[src/rtl/hazard_ctrl_pkg.sv]
`default_nettype none
// +--------------------------------------------------------------------+
// | hazard_ctrl_pkg : shared encodings, FSM state type and limits for  |
// |                   the pipeline hazard controller                   |
// | Revision 1.0                                                       |
// +--------------------------------------------------------------------+
package hazard_ctrl_pkg;
   localparam logic [1:0] MEMOP_READ   = 2'b00;
   localparam logic [1:0] MEMOP_WRITE  = 2'b01;
   localparam logic [1:0] MEMOP_NONE   = 2'b11;
   localparam logic [3:0] REG_NONE     = 4'b1111;
   localparam logic [7:0] WAIT_TIMEOUT = 8'd255;
   localparam int         STAT_W       = 16;

   typedef logic [1:0] state_t;
   localparam state_t ST_RUN       = 2'd0;
   localparam state_t ST_MEM_WAIT  = 2'd1;
   localparam state_t ST_LU_BUBBLE = 2'd2;
endpackage
`default_nettype wire

[src/rtl/hazard_ctrl_if.sv]
`default_nettype none
// +--------------------------------------------------------------------+
// | hazard_ctrl_if : pipeline-status inputs and stage controls of the  |
// |                  hazard controller; STALL_STAT_EN adds counters    |
// | Revision 1.0                                                       |
// +--------------------------------------------------------------------+
interface hazard_ctrl_if;
   logic [3:0] id_rreg1;
   logic [3:0] id_rreg2;
   logic [3:0] ex_wreg;
   logic [1:0] ex_controlmem;
   logic       ex_jump_taken;
   logic [1:0] mem_controlmem;
   logic       mem_on_iram;
   logic       mem_ready;
   logic       pc_keep;
   logic       ifid_keep;
   logic       ifid_clear;
   logic       idex_keep;
   logic       idex_clear;
   logic       exmem_keep;
   logic       timeout_err;
`ifdef STALL_STAT_EN
   logic [15:0] cnt_lu;
   logic [15:0] cnt_st;
   logic [15:0] cnt_flush;
   logic [15:0] cnt_wait;

   modport slave (
      input  id_rreg1, id_rreg2, ex_wreg, ex_controlmem, ex_jump_taken,
             mem_controlmem, mem_on_iram, mem_ready,
      output pc_keep, ifid_keep, ifid_clear, idex_keep, idex_clear,
             exmem_keep, timeout_err, cnt_lu, cnt_st, cnt_flush, cnt_wait
   );
   modport master (
      output id_rreg1, id_rreg2, ex_wreg, ex_controlmem, ex_jump_taken,
             mem_controlmem, mem_on_iram, mem_ready,
      input  pc_keep, ifid_keep, ifid_clear, idex_keep, idex_clear,
             exmem_keep, timeout_err, cnt_lu, cnt_st, cnt_flush, cnt_wait
   );
`else
   modport slave (
      input  id_rreg1, id_rreg2, ex_wreg, ex_controlmem, ex_jump_taken,
             mem_controlmem, mem_on_iram, mem_ready,
      output pc_keep, ifid_keep, ifid_clear, idex_keep, idex_clear,
             exmem_keep, timeout_err
   );
   modport master (
      output id_rreg1, id_rreg2, ex_wreg, ex_controlmem, ex_jump_taken,
             mem_controlmem, mem_on_iram, mem_ready,
      input  pc_keep, ifid_keep, ifid_clear, idex_keep, idex_clear,
             exmem_keep, timeout_err
   );
`endif
endinterface
`default_nettype wire

[src/rtl/hazard_ctrl_detect.sv]
`default_nettype none
// +--------------------------------------------------------------------+
// | hazard_detect : combinational load-use, structural and pending     |
// |                 memory-access terms                                |
// | Revision 1.0                                                       |
// +--------------------------------------------------------------------+
module hazard_detect
   import hazard_ctrl_pkg::*;
(
   input  logic [3:0] id_rreg1_i,
   input  logic [3:0] id_rreg2_i,
   input  logic [3:0] ex_wreg_i,
   input  logic [1:0] ex_controlmem_i,
   input  logic [1:0] mem_controlmem_i,
   input  logic       mem_on_iram_i,
   output logic       pend_o,
   output logic       lu_o,
   output logic       st_o
);
   logic match1;
   logic match2;

   assign match1 = (id_rreg1_i != REG_NONE) && (id_rreg1_i == ex_wreg_i);
   assign match2 = (id_rreg2_i != REG_NONE) && (id_rreg2_i == ex_wreg_i);
   assign pend_o = (mem_controlmem_i != MEMOP_NONE);
   assign lu_o   = (ex_controlmem_i == MEMOP_READ) && (ex_wreg_i != REG_NONE)
                   && (match1 || match2);
   // A data access to instruction RAM steals the fetch port this cycle.
   assign st_o   = pend_o && mem_on_iram_i;
endmodule
`default_nettype wire

[src/rtl/hazard_ctrl.sv]
`default_nettype none
// +--------------------------------------------------------------------+
// | hazard_ctrl : pipeline stall/flush controller (memory wait, jump   |
// |               flush, structural, load-use); STALL_STAT_EN adds     |
// |               saturating stall-statistics counters                 |
// | Revision 1.0                                                       |
// +--------------------------------------------------------------------+
module hazard_ctrl
   import hazard_ctrl_pkg::*;
(
   input  logic         clk,
   input  logic         rst,
   hazard_ctrl_if.slave hz_if
);
   state_t     state_q, state_d;
   logic       flush_pend_q, flush_pend_d;
   logic [7:0] wait_cnt_q, wait_cnt_d;
   logic       pend, lu, st;
   logic       freeze, run_eval, do_flush, do_st, do_lu, tmo;

   hazard_detect u_detect (
      .id_rreg1_i       (hz_if.id_rreg1),
      .id_rreg2_i       (hz_if.id_rreg2),
      .ex_wreg_i        (hz_if.ex_wreg),
      .ex_controlmem_i  (hz_if.ex_controlmem),
      .mem_controlmem_i (hz_if.mem_controlmem),
      .mem_on_iram_i    (hz_if.mem_on_iram),
      .pend_o           (pend),
      .lu_o             (lu),
      .st_o             (st)
   );

   always_comb begin
      state_d      = state_q;
      flush_pend_d = flush_pend_q;
      wait_cnt_d   = wait_cnt_q;
      freeze       = 1'b0;
      run_eval     = 1'b0;
      do_flush     = 1'b0;
      do_st        = 1'b0;
      do_lu        = 1'b0;
      tmo          = 1'b0;
      case (state_q)
         ST_MEM_WAIT: begin
            if (hz_if.mem_ready) begin
               run_eval = 1'b1;
               state_d  = ST_RUN;
            end else if (wait_cnt_q == WAIT_TIMEOUT) begin
               tmo      = 1'b1;
               run_eval = 1'b1;
               state_d  = ST_RUN;
            end else begin
               freeze       = 1'b1;
               wait_cnt_d   = wait_cnt_q + 8'd1;
               flush_pend_d = flush_pend_q | hz_if.ex_jump_taken;
            end
         end
         default: begin
            if (pend && !hz_if.mem_ready) begin
               freeze       = 1'b1;
               state_d      = ST_MEM_WAIT;
               wait_cnt_d   = 8'd0;
               flush_pend_d = flush_pend_q | hz_if.ex_jump_taken;
            end else begin
               run_eval = 1'b1;
               state_d  = ST_RUN;
            end
         end
      endcase
      // Unfrozen cycles (including a wait exit) resolve flush > structural > load-use.
      if (run_eval) begin
         flush_pend_d = 1'b0;
         if (hz_if.ex_jump_taken || flush_pend_q) begin
            do_flush = 1'b1;
         end else if (st) begin
            do_st = 1'b1;
         end else if (lu && (state_q != ST_LU_BUBBLE)) begin
            do_lu   = 1'b1;
            state_d = ST_LU_BUBBLE;
         end
      end
   end

   always_comb begin
      hz_if.pc_keep     = 1'b0;
      hz_if.ifid_keep   = 1'b0;
      hz_if.ifid_clear  = 1'b0;
      hz_if.idex_keep   = 1'b0;
      hz_if.idex_clear  = 1'b0;
      hz_if.exmem_keep  = 1'b0;
      hz_if.timeout_err = 1'b0;
      if (rst) begin
         hz_if.pc_keep     = freeze | do_st | do_lu;
         hz_if.ifid_clear  = do_flush | do_st;
         hz_if.idex_clear  = do_flush | do_lu;
         hz_if.ifid_keep   = (freeze | do_lu) & ~hz_if.ifid_clear;
         hz_if.idex_keep   = freeze & ~hz_if.idex_clear;
         hz_if.exmem_keep  = freeze;
         hz_if.timeout_err = tmo;
      end
   end

   always_ff @(posedge clk or negedge rst) begin
      if (!rst) begin
         state_q      <= ST_RUN;
         flush_pend_q <= 1'b0;
         wait_cnt_q   <= 8'd0;
      end else begin
         state_q      <= state_d;
         flush_pend_q <= flush_pend_d;
         wait_cnt_q   <= wait_cnt_d;
      end
   end

`ifdef STALL_STAT_EN
   logic [STAT_W-1:0] cnt_lu_q, cnt_st_q, cnt_flush_q, cnt_wait_q;

   always_ff @(posedge clk or negedge rst) begin
      if (!rst) begin
         cnt_lu_q    <= '0;
         cnt_st_q    <= '0;
         cnt_flush_q <= '0;
         cnt_wait_q  <= '0;
      end else begin
         if (do_lu && (cnt_lu_q != '1))       cnt_lu_q    <= cnt_lu_q + 16'd1;
         if (do_st && (cnt_st_q != '1))       cnt_st_q    <= cnt_st_q + 16'd1;
         if (do_flush && (cnt_flush_q != '1)) cnt_flush_q <= cnt_flush_q + 16'd1;
         if (freeze && (cnt_wait_q != '1))    cnt_wait_q  <= cnt_wait_q + 16'd1;
      end
   end

   assign hz_if.cnt_lu    = cnt_lu_q;
   assign hz_if.cnt_st    = cnt_st_q;
   assign hz_if.cnt_flush = cnt_flush_q;
   assign hz_if.cnt_wait  = cnt_wait_q;
`endif
endmodule
`default_nettype wire

[src/flat_wrapper.sv]
// flat-port wrapper written by rule: the top's interface ports become plain ports
module hazard_ctrl_flat import hazard_ctrl_pkg::*;
  (clk, rst, hz_if_id_rreg1, hz_if_id_rreg2, hz_if_ex_wreg, hz_if_ex_controlmem, hz_if_ex_jump_taken, hz_if_mem_controlmem, hz_if_mem_on_iram, hz_if_mem_ready, hz_if_pc_keep, hz_if_ifid_keep, hz_if_ifid_clear, hz_if_idex_keep, hz_if_idex_clear, hz_if_exmem_keep, hz_if_timeout_err);
  hazard_ctrl_if hz_if_i ();
  input  logic clk;
  input  logic rst;
  input wire logic [$bits(hz_if_i.id_rreg1)-1:0] hz_if_id_rreg1;
  input wire logic [$bits(hz_if_i.id_rreg2)-1:0] hz_if_id_rreg2;
  input wire logic [$bits(hz_if_i.ex_wreg)-1:0] hz_if_ex_wreg;
  input wire logic [$bits(hz_if_i.ex_controlmem)-1:0] hz_if_ex_controlmem;
  input wire logic [$bits(hz_if_i.ex_jump_taken)-1:0] hz_if_ex_jump_taken;
  input wire logic [$bits(hz_if_i.mem_controlmem)-1:0] hz_if_mem_controlmem;
  input wire logic [$bits(hz_if_i.mem_on_iram)-1:0] hz_if_mem_on_iram;
  input wire logic [$bits(hz_if_i.mem_ready)-1:0] hz_if_mem_ready;
  output wire logic [$bits(hz_if_i.pc_keep)-1:0] hz_if_pc_keep;
  output wire logic [$bits(hz_if_i.ifid_keep)-1:0] hz_if_ifid_keep;
  output wire logic [$bits(hz_if_i.ifid_clear)-1:0] hz_if_ifid_clear;
  output wire logic [$bits(hz_if_i.idex_keep)-1:0] hz_if_idex_keep;
  output wire logic [$bits(hz_if_i.idex_clear)-1:0] hz_if_idex_clear;
  output wire logic [$bits(hz_if_i.exmem_keep)-1:0] hz_if_exmem_keep;
  output wire logic [$bits(hz_if_i.timeout_err)-1:0] hz_if_timeout_err;
  assign hz_if_i.id_rreg1 = hz_if_id_rreg1;
  assign hz_if_i.id_rreg2 = hz_if_id_rreg2;
  assign hz_if_i.ex_wreg = hz_if_ex_wreg;
  assign hz_if_i.ex_controlmem = hz_if_ex_controlmem;
  assign hz_if_i.ex_jump_taken = hz_if_ex_jump_taken;
  assign hz_if_i.mem_controlmem = hz_if_mem_controlmem;
  assign hz_if_i.mem_on_iram = hz_if_mem_on_iram;
  assign hz_if_i.mem_ready = hz_if_mem_ready;
  assign hz_if_pc_keep = hz_if_i.pc_keep;
  assign hz_if_ifid_keep = hz_if_i.ifid_keep;
  assign hz_if_ifid_clear = hz_if_i.ifid_clear;
  assign hz_if_idex_keep = hz_if_i.idex_keep;
  assign hz_if_idex_clear = hz_if_i.idex_clear;
  assign hz_if_exmem_keep = hz_if_i.exmem_keep;
  assign hz_if_timeout_err = hz_if_i.timeout_err;
  hazard_ctrl u_core (.clk(clk), .rst(rst), .hz_if(hz_if_i));
endmodule
[config.mk]
export PLATFORM = sky130hd
export DESIGN_NAME = hazard_ctrl_flat
export DESIGN_NICKNAME = d
export VERILOG_FILES = /design/src/rtl/hazard_ctrl_pkg.sv /design/src/rtl/hazard_ctrl_if.sv /design/src/rtl/hazard_ctrl_detect.sv /design/src/rtl/hazard_ctrl.sv /design/src/flat_wrapper.sv
export SDC_FILE = /design/constraint.sdc
export NUM_CORES = 1
export LEC_CHECK = 0
export ABC_CLOCK_PERIOD_IN_PS = 4900
export BUFFER_PORTS_ARGS = -buffer_cell sky130_fd_sc_hd__buf_2
export CELL_PAD_IN_SITES_DETAIL_PLACEMENT = 0
export CELL_PAD_IN_SITES_GLOBAL_PLACEMENT = 1
export CORE_MARGIN = 4
export CORE_UTILIZATION = 37
export DETAILED_ROUTE_END_ITERATION = 10
export GPL_TIMING_DRIVEN = 0
export HOLD_SLACK_MARGIN = 0.02
export MAX_ROUTING_LAYER = met4
export PLACE_DENSITY_LB_ADDON = 0.1
export SLEW_MARGIN = 25
export SYNTH_ARGS = -nofsm -noshare
export SYNTH_HDL_FRONTEND = slang
export SYNTH_SLANG_ARGS = --single-unit
[constraint.sdc]
create_clock -name clk -period 4.9 [get_ports clk]
set_clock_uncertainty 0.05 [all_clocks]
set_input_delay 0.245 -clock clk [delete_from_list [all_inputs] [get_ports clk]]
set_output_delay 0.245 -clock clk [all_outputs]
set_load 0.03 [all_outputs]
==> results of run 1 <==
-- worst reg2reg max path: stages, from the launching register on --
cell	delay [ns]
dfrtp_1	0.41
ha_1	0.27
nand3_1	0.14
nor3_1	0.07
clkbuf_1	0.20
or4_1	0.50
a21oi_1	0.19
-- metrics by stage --
stage	std cells	hold WS [ns]	worst slack, ns
finish	153	0.195	2.50
CTS	153	0.191	2.48
detailed placement	148	0.116	2.79
global route	153	0.242	2.32
floorplan	94	-0.101	2.63
global placement	148	0.119	2.79
-- cell type report --
class	count	share of cell area, %
Clock buffer	4	2.62
Tap cell	27	3.37
Inverter	5	1.87
Timing Repair Buffer	28	14.5
Sequential cell	11	27.5
Buffer	2	1.50
Multi-Input combinational cell	76	48.7
-- sequential cells by signal (all words and copies together) (netlist names) --
name and count:
u_core.state_q 2, u_core.wait_cnt_q 8, u_core.flush_pend_q 1
-- power breakdown --
| group | internal, mW | switching (mW) | total [mW] |
|---|---|---|---|
| logic | 0.0241 | 0.0326 | 0.0567 |
| registers | 0.0959 | 0.00624 | 0.102 |
| clock network | 0.0315 | 0.0328 | 0.0643 |
| total | 0.152 | 0.0716 | 0.223 |
-- worst max path at each step --
stage / startpoint / endpoint / depth (start not counted)
6_report: u_core.wait_cnt_q[0] / hz_if_idex_clear / 7
5_1_grt: u_core.wait_cnt_q[0] / hz_if_idex_clear / 7
4_1_cts: u_core.wait_cnt_q[0] / hz_if_idex_clear / 7
3_5_place_dp: u_core.wait_cnt_q[0] / hz_if_idex_clear / 7
3_3_place_gp: u_core.wait_cnt_q[0] / hz_if_idex_clear / 7
2_1_floorplan: u_core.wait_cnt_q[0] / hz_if_idex_clear / 6
-- kinds of logic (layout without fill, tap and decap cells) --
family	after synthesis	count (layout)	share of synthesized area (%)
DFF	11	11	34.5
muxes	1	1	1.41
buffers and inverters	7	39	4.24
AOI/OAI and AO/OA	24	24	20.4
and+or+nand+nor	43	43	30.1
xor gates and xnor gates	7	7	7.69
adders and majority gates	1	1	1.57
-- metal layers --
layer	vias to the layer above	global-route usage, %
met4	0	2.90
li1	425	-
met5	-	-
met2	30	24.1
met1	401	18.8
met3	2	5.72
-- cells in the mapped netlist (all sizes together) (2+ instances only) --
master | count | area, sq um
or4 | 5 | 37.5
dfrtp | 11 | 275
inv | 5 | 18.8
o31ai | 6 | 45.0
and4 | 2 | 17.5
o21ai | 2 | 10.0
nor3 | 3 | 15.0
a21oi | 7 | 35.0
xnor2 | 7 | 61.3
nand3 | 10 | 50.1
and3 | 3 | 18.8
nor2 | 6 | 22.5
nand2 | 6 | 25.0
nand4 | 3 | 18.8
==> metrics.md, run 1 <==
| Metric | Value |
|---|---|
| Worst r2r src | u_core.wait_cnt_q[0] |
| Critical Path AT | 2.11 ns |
| Final setup violating endpoints | 0 |
| PostCTS Resize Cnt | 0 |
| Footprint of the multi-input gates | 488 sq um |
| Reg-to-Reg End | u_core.wait_cnt_q[4] |
| Reg2Reg Depth | 6 |
| Row Count | 16 |
| Port bufs | 27 |
| Number of synthesized flops with an enable pin | 0 |
| Critical path cell sequence | ha_1 > nand3_1 > nor3_1 > clkbuf_1 > o221ai_1 > o31ai_1 > buf_2 |
| Initial core utilization | 39.8% |
| Relative slew slack | 57.8% |
| Syn_area_per_cell | 8.48 sq um |
| Core Area | 2000 sq um |
| WP data required | 4.61 ns |
| Post-synth top flop | dfrtp_1 |
| Metal1 wirelength | 893 microns |
| Die H | 54.4 microns |
| Initial antenna violation count | 0 |
| Async set-reset flop share out of synthesis | 100% |
| PwrDens | 223 nW/um^2 |
| CP peak stage delay | 0.40 ns |
| Reg clk slew, reported paths | 0.07 ns |
| Setup TNS Final | 0 ns |
| Met2 Wirelength | 881 microns |
| Total Power | 223 uW |
| Slowest stage cell, crit path | dfrtp_1 |
| Share of layout cells above drive strength 1 | 27.8% |
| Max cap viols | 0 |
| Worst path top cell family by delay | buffers and inverters |
| Seq/Total Area, Yosys | 34.5% |
| Fin nets | 149 |
| # hold bufs at CTS | 1 |
| Reg-to-reg setup timing slack | 2.98 ns |
| P&R area growth vs syn | 25.7% |
| Routed WL | 1.96 mm |
| Period utilization | 49.0% |
| RSZ-0062 raised after global routing | no |
| ANT cells | 0 |
| Ys Warns | 0 |
| Fin area | 1000 sq um |
| Vias in the first global route | 781 |
| Clock net sink count | 11 |
| Most frequent cells in the layout | buf_2, dfrtp_1, nand3_1, xnor2_1, a21oi_1 |
| Die Wd | 54.4 microns |
| FF/Latch Area | 275 sq um |
| Drt first pass iters | 4 |
| Gpl congestion | 0.775 |
| Post-synthesis net count | 116 |
| DR top layer | met4 |
| First-pass GRT wire length | 3.19 mm |
| Post-synthesis cell count | 94 |
| Hold path cells | 3 |
| Distinct cells, synth | 34 |
| H-tree Lvls | 1 |
| Number of synthesized register bits | 11 |
| Hpwl dp | 1.60 mm |
| Largest net degree at the start of global routing | 18 |
| Worst VDD drop | 0.122 mV |
| Fillers | 217 |
| Worst skew pair latency | 0.27 ns |
| Most common cell after layout, fill and taps aside | buf_2 |
| Die area | 2960 sq um |
| Tmin final | 2.40 ns |
| Buffers and inverters on the worst path | 2 |
| Vias | 858 |
| Critical path class | reg -> out |
| Final Util | 50.1% |
| Slew at the pin with the worst max-slew slack | 0.616 ns |
| FMAX | 0.416 GHz |
| Tightest Hold Check Type | in -> reg |
| GRT Util Overall | 15.3% |
| WHS Endpoint | u_core.flush_pend_q |
| Cell Area, Synth | 797 sq um |
| Final ANT Viol Nets | 0 |
| Crit-path max FO | 10 |
| Io pins | 28 |
| DR iter-0 viols | 10 |
| Grt total ovfl | 0 |
| Root Driver | clkbuf_4 |
| DR DRC count | 0 |
| Leakage Power | 0.447 nW |
| Final Slew Violations | 0 |
| Met3 WL | 175 microns |
| TritonCTS buffer count | 3 |
| Hold_sp | hz_if_ex_jump_taken |
| Placed cell areas | 966 sq um |
| CTS tree | yes |
| Post-CTS Setup Inserts | 0 |
| Crit path launch type | flop |
| WL/cell | 12.8 microns |
| Via density | 5.61 |
| Worst Setup End Kind | output port |
| Maximum clock path buffer count | 2 |
| Fin. Hold Viols | 0 |
| Status | complete, no violations |
(Power assumes the default switching activity.)
==> run 2, diff against run 1 <==
Settings changed: ABC_CLOCK_PERIOD_IN_PS 4900 to 2250, CORE_UTILIZATION 37 to 35.
Clock period 4.9 ns to 2.25 ns, I/O delays scaled along.
==> run 2 against run 1 <==
Net effect: clock power up 120%; power grew 130%; first-iteration DRC count increased by 40%; non-clock buffer count grew 2; utilization decreased by 2.2 points; via count down 0.12%; critical endpoint unchanged; largest cell class unchanged; highest routed layer unchanged.
==> metrics.md, run 2 (synthesis gave the netlist of run 1 again) <==
| Metric | Value |
|---|---|
| Worst VDD drop | 0.252 mV |
| Leakage Power | 0.463 nW |
| Via density | 5.49 |
| DR DRC count | 0 |
| Vias in the first global route | 786 |
| P&R area growth vs syn | 31.6% |
| WP data required | 2.09 ns |
| Final setup violating endpoints | 0 |
| Die H | 55.7 microns |
| Fin. Hold Viols | 0 |
| Reg-to-Reg End | u_core.wait_cnt_q[3] |
| Hpwl dp | 1.57 mm |
| Dpl cells | 149 |
| Vias | 857 |
| Relative slew slack | 70.8% |
| WL/cell | 12.9 microns |
| Drt first pass iters | 4 |
| Max reg flops | 8 |
| Core Area | 2190 sq um |
| Crit-path max FO | 5 |
| Reg clk slew, reported paths | 0.08 ns |
| Row Count | 17 |
| Port bufs | 27 |
| TritonCTS buffer count | 3 |
| Root Driver | clkbuf_4 |
| Critical path class | reg -> out |
| Crit path launch type | flop |
| RSZ-0062 raised after global routing | no |
| PwrDens | 481 nW/um^2 |
| Biggest register | u_core.wait_cnt_q |
| GRT Util Overall | 14.6% |
| Final Slew Violations | 0 |
| Worst setup endpoint | hz_if_idex_clear |
| Final Util | 47.9% |
| Period utilization | 94.8% |
| Worst skew pair latency | 0.28 ns |
| ANT cells | 0 |
| Clock net sink count | 11 |
| Worst r2r src | u_core.wait_cnt_q[0] |
| Min Hold Slack | 0.0357 ns |
| Grt total ovfl | 0 |
| Die area | 3100 sq um |
| Reg2Reg Depth | 6 |
| Initial antenna violation count | 0 |
| Tmin final | 2.13 ns |
| Total Power | 504 uW |
| CTS tree | yes |
| Final ANT Viol Nets | 0 |
| Most frequent cells in the layout | buf_2, dfrtp_1, nand3_1, xnor2_1, a21oi_1 |
| Maximum clock path buffer count | 2 |
| Initial core utilization | 36.4% |
| Io pins | 28 |
| Fin nets | 151 |
| First-pass GRT wire length | 3.50 mm |
| Gpl congestion | 0.787 |
| Slew at the pin with the worst max-slew slack | 0.436 ns |
| Finished Layout Cells | 156 |
| Die Wd | 55.7 microns |
| Status | complete, no violations |
| Reg-to-reg setup timing slack | 0.50 ns |
| Tightest Hold Check Type | in -> reg |
| Most common cell after layout, fill and taps aside | buf_2 |
| Share of layout cells above drive strength 1 | 32.0% |
| Regs by FF count | u_core.wait_cnt_q (8), u_core.state_q (2), u_core.flush_pend_q (1) |
| Max cap viols | 0 |
| CP Launch Point | u_core.wait_cnt_q[0] |
| Largest net degree at the start of global routing | 18 |
| H-tree Lvls | 1 |
| DR iter-0 viols | 14 |
| Setup TNS Final | 0 ns |
| FMAX | 0.469 GHz |
| Critical Path AT | 1.97 ns |
| Worst Setup End Kind | output port |
| Routed WL | 2.02 mm |
==> run 2: timing repair <==
item                                   CTS  global route
gates resized for setup                  3             6
endpoints found under the hold margin   11             0
setup endpoints to repair                1             3
hold buffers                             1             0
setup buffers                            0             2
==> run 2: worst max-delay path, stage by stage, from the launching register on <==
cell and delay [ns]:
dfrtp_1 0.41, ha_4 0.18, nand3_1 0.11, or3_4 0.36
nand2_2 0.12, inv_2 0.08, o31ai_2 0.25, buf_4 0.20
==> run 2: report_power, final <==
part           switching, mW  total [mW]  internal [mW]
logic                 0.0761       0.140         0.0643
registers             0.0148       0.224          0.209
clock network         0.0709       0.140         0.0688
total                  0.162       0.504          0.342
==> run 2: worst min path at each step <==
stage                      startpoint                   end  depth (start not counted)
2_1_floorplan                     rst   u_core.flush_pend_q                          0
3_3_place_gp                      rst  u_core.wait_cnt_q[5]                          1
3_5_place_dp                      rst  u_core.wait_cnt_q[5]                          1
4_1_cts        hz_if_ex_controlmem[1]     u_core.state_q[1]                          4
5_1_grt        hz_if_ex_controlmem[1]     u_core.state_q[1]                          4
6_report       hz_if_ex_controlmem[1]     u_core.state_q[1]                          4
==> run 2: area by class of cell <==
class	count	area, sq um
buffer	2	16.3
clock buffer	4	26.3
fill	232	1140
inverter	5	18.8
multi-input combinational	76	512
sequential	11	275
tap	28	35.0
timing repair buffer	30	165
==> run 2: metrics by stage <==
step,area [sq um],worst slack [ns]
2_1_floorplan,797,0.116
3_3_place_gp,967,0.263
3_5_place_dp,967,0.256
4_1_cts,1010,0.00303
5_1_grt,1050,0.00618
6_report,1050,0.117
==> run 2: metal layers <==
metal / part of all wire (%) / track usage, % / vias up
met5: 0 / - / -
met4: 0.74 / 5.21 / 0
met3: 6.5 / 5.57 / 2
met2: 45 / 21.8 / 25
met1: 48 / 17.8 / 398
li1: - / - / 432
==> run 3, diff against run 2 <==
Settings changed: SETUP_SLACK_MARGIN from default to 0.2.
==> run 3 against run 2 <==
Net effect: register-to-register slack better by 0.04 ns; sequential power about the same; die area unchanged; critical endpoint unchanged; largest power group unchanged.
==> metrics.md, run 3 (synthesis gave the netlist of run 1 again) <==
| Metric | Value |
|---|---|
| Clock net sink count | 11 |
| Max cap viols | 0 |
| Port bufs | 27 |
| Drt first pass iters | 4 |
| First-pass GRT wire length | 3.76 mm |
| Critical path class | reg -> out |
| Clock share of power | 26.5% |
| Critical path cell sequence | ha_4 > nand3_1 > or3_4 > nand2_4 > inv_2 > o31ai_2 > buf_4 |
| Worst skew pair latency | 0.27 ns |
| Reg clk slew, reported paths | 0.07 ns |
| Final ANT Viol Nets | 0 |
| Share of layout cells above drive strength 1 | 36.4% |
| Largest net degree at the start of global routing | 12 |
| Core Area | 2190 sq um |
| Most common cell after layout, fill and taps aside | buf_2 |
| Vias in the first global route | 818 |
| Worst VDD drop | 0.343 mV |
| WL/cell | 13.4 microns |
| DR iter-0 viols | 19 |
| Die Wd | 55.7 microns |
| P_sw | 166 uW |
| Crit path launch type | flop |
| Sw frac | 32.0% |
| Relative slew slack | 64.3% |
| Initial core utilization | 36.4% |
| Final setup violating endpoints | 0 |
| Total Power | 519 uW |
| CP peak stage delay | 0.40 ns |
| Most frequent cells in the layout | buf_2, dfrtp_1, nand3_1, buf_4 |
| Fin nets | 155 |
| Placed cell areas | 977 sq um |
| RSZ-0062 raised after global routing | yes |
| Pint | 353 uW |
| Fin area | 1100 sq um |
| Regs by FF count | u_core.wait_cnt_q (8), u_core.state_q (2), u_core.flush_pend_q (1) |
| FMAX | 0.489 GHz |
| Leakage Power | 0.491 nW |
| DR DRC count | 0 |
| Setup TNS Final | 0 ns |
| Critical Path AT | 1.88 ns |
| Initial antenna violation count | 0 |
| H-tree Lvls | 1 |
| Finished Layout Cells | 160 |
| CTS tree | yes |
| Seq pwr share | 42.9% |
| Status | complete, no violations |
| Hpwl dp | 1.61 mm |
| Die H | 55.7 microns |
| Reg2Reg Depth | 6 |
| Gpl congestion | 0.770 |
| Slowest stage cell, crit path | dfrtp_1 |
| Hold_sp | hz_if_ex_controlmem[0] |
| Dpl cells | 149 |
| Slew at the pin with the worst max-slew slack | 0.533 ns |
| Tmin final | 2.04 ns |
| Worst r2r src | u_core.wait_cnt_q[1] |
| P&R area growth vs syn | 38.6% |
| Io pins | 28 |
| Max reg flops | 8 |
| Hold path cells | 4 |
| Biggest register | u_core.wait_cnt_q |
| Final Slew Violations | 0 |
| Crit-path max FO | 4 |
| GRT Util Overall | 15.4% |
| PwrDens | 470 nW/um^2 |
| Via density | 5.46 |
| Row Count | 17 |
| Vias | 874 |
| Routed WL | 2.14 mm |
| TritonCTS buffer count | 3 |
| Worst Setup End Kind | output port |
| Tightest Hold Check Type | in -> reg |
| Reg-to-Reg End | u_core.wait_cnt_q[3] |
| Root Driver | clkbuf_4 |
| Fillers | 221 |
| Period utilization | 90.9% |
| Die area | 3100 sq um |
| WP data required | 2.09 ns |
| Comb power frac | 30.6% |
| Fin. Hold Viols | 0 |
| Reg-to-reg setup timing slack | 0.54 ns |
| WHS Endpoint | u_core.state_q[1] |
| Maximum clock path buffer count | 2 |
| Grt total ovfl | 0 |
| ANT cells | 0 |
| CP Launch Point | u_core.wait_cnt_q[1] |
[run 3: cell types whose count changed in the layout (fill, tap and decap cells not counted), sizes merged]
cell,before,now
buf,30,34
[run 3: critical path: cells and delay by family (launching register included)]
family                     cells  cell delay [ns]
and+or+nand+nor                3             0.57
DFF                            1             0.40
buffers and inverters          2             0.25
AOI/OAI and AO/OA              1             0.23
adders and majority gates      1             0.15
[run 3: repair_timing]
item / in CTS / in global routing
endpoints found under the setup margin: 4 / 4
hold buffers: 1 / 0
setup buffers: 4 / 2
cloned: 0 / 0
pin swaps: 1 / 0
hold endpoints to repair: 11 / 0
resized for setup: 9 / 4
[run 3: routing by layer]
layer	GRT usage (%)	vias up	wire length, microns
met5	-	-	0
met3	5.34	2	122
met1	21.0	409	1030
met2	22.5	27	973
met4	2.08	0	12
li1	-	436	-
[run 3: how the worst max path moves through the flow]
| stage | end | slack (ns) | cells after the start |
|---|---|---|---|
| finish | hz_if_idex_clear | 0.21 | 7 |
| global route | hz_if_idex_clear | 0.1 | 7 |
| CTS | hz_if_idex_clear | 0.19 | 7 |
| detailed placement | hz_if_idex_clear | 0.26 | 7 |
| global placement | hz_if_idex_clear | 0.22 | 7 |
| floorplan | hz_if_ifid_keep | 0.34 | 3 |
[run 3: power groups by stage]
stage | clock network [mW] | logic [mW] | registers, mW
floorplan | 0 | 0.0773 | 0.223
global placement | 0 | 0.125 | 0.226
detailed placement | 0 | 0.125 | 0.226
CTS | 0.140 | 0.147 | 0.222
global route | 0.154 | 0.177 | 0.224
finish | 0.137 | 0.159 | 0.223
[run 3: through the flow]
stage | setup WS [ns] | util [%] | hold slack (ns)
after global routing | 0.0999 | 50.4 | 0.0419
after detailed placement | 0.262 | 44.6 | -0.0157
after CTS | 0.188 | 49.4 | 0.0555
after global placement | 0.218 | 44.6 | -0.0155
after floorplan | 0.337 | - | -0.233
final | 0.205 | 50.4 | 0.0531
[run 3: area by class of cell]
cell class                      count  area, sq um  share of cell area [%]
Clock buffer                        4         26.3                    2.38
Sequential cell                    11          275                    24.9
Buffer                              2         16.3                    1.47
Multi-Input combinational cell     76          538                    48.7
Timing Repair Buffer               34          195                    17.7
Tap cell                           28         35.0                    3.17
Inverter                            5         18.8                    1.70
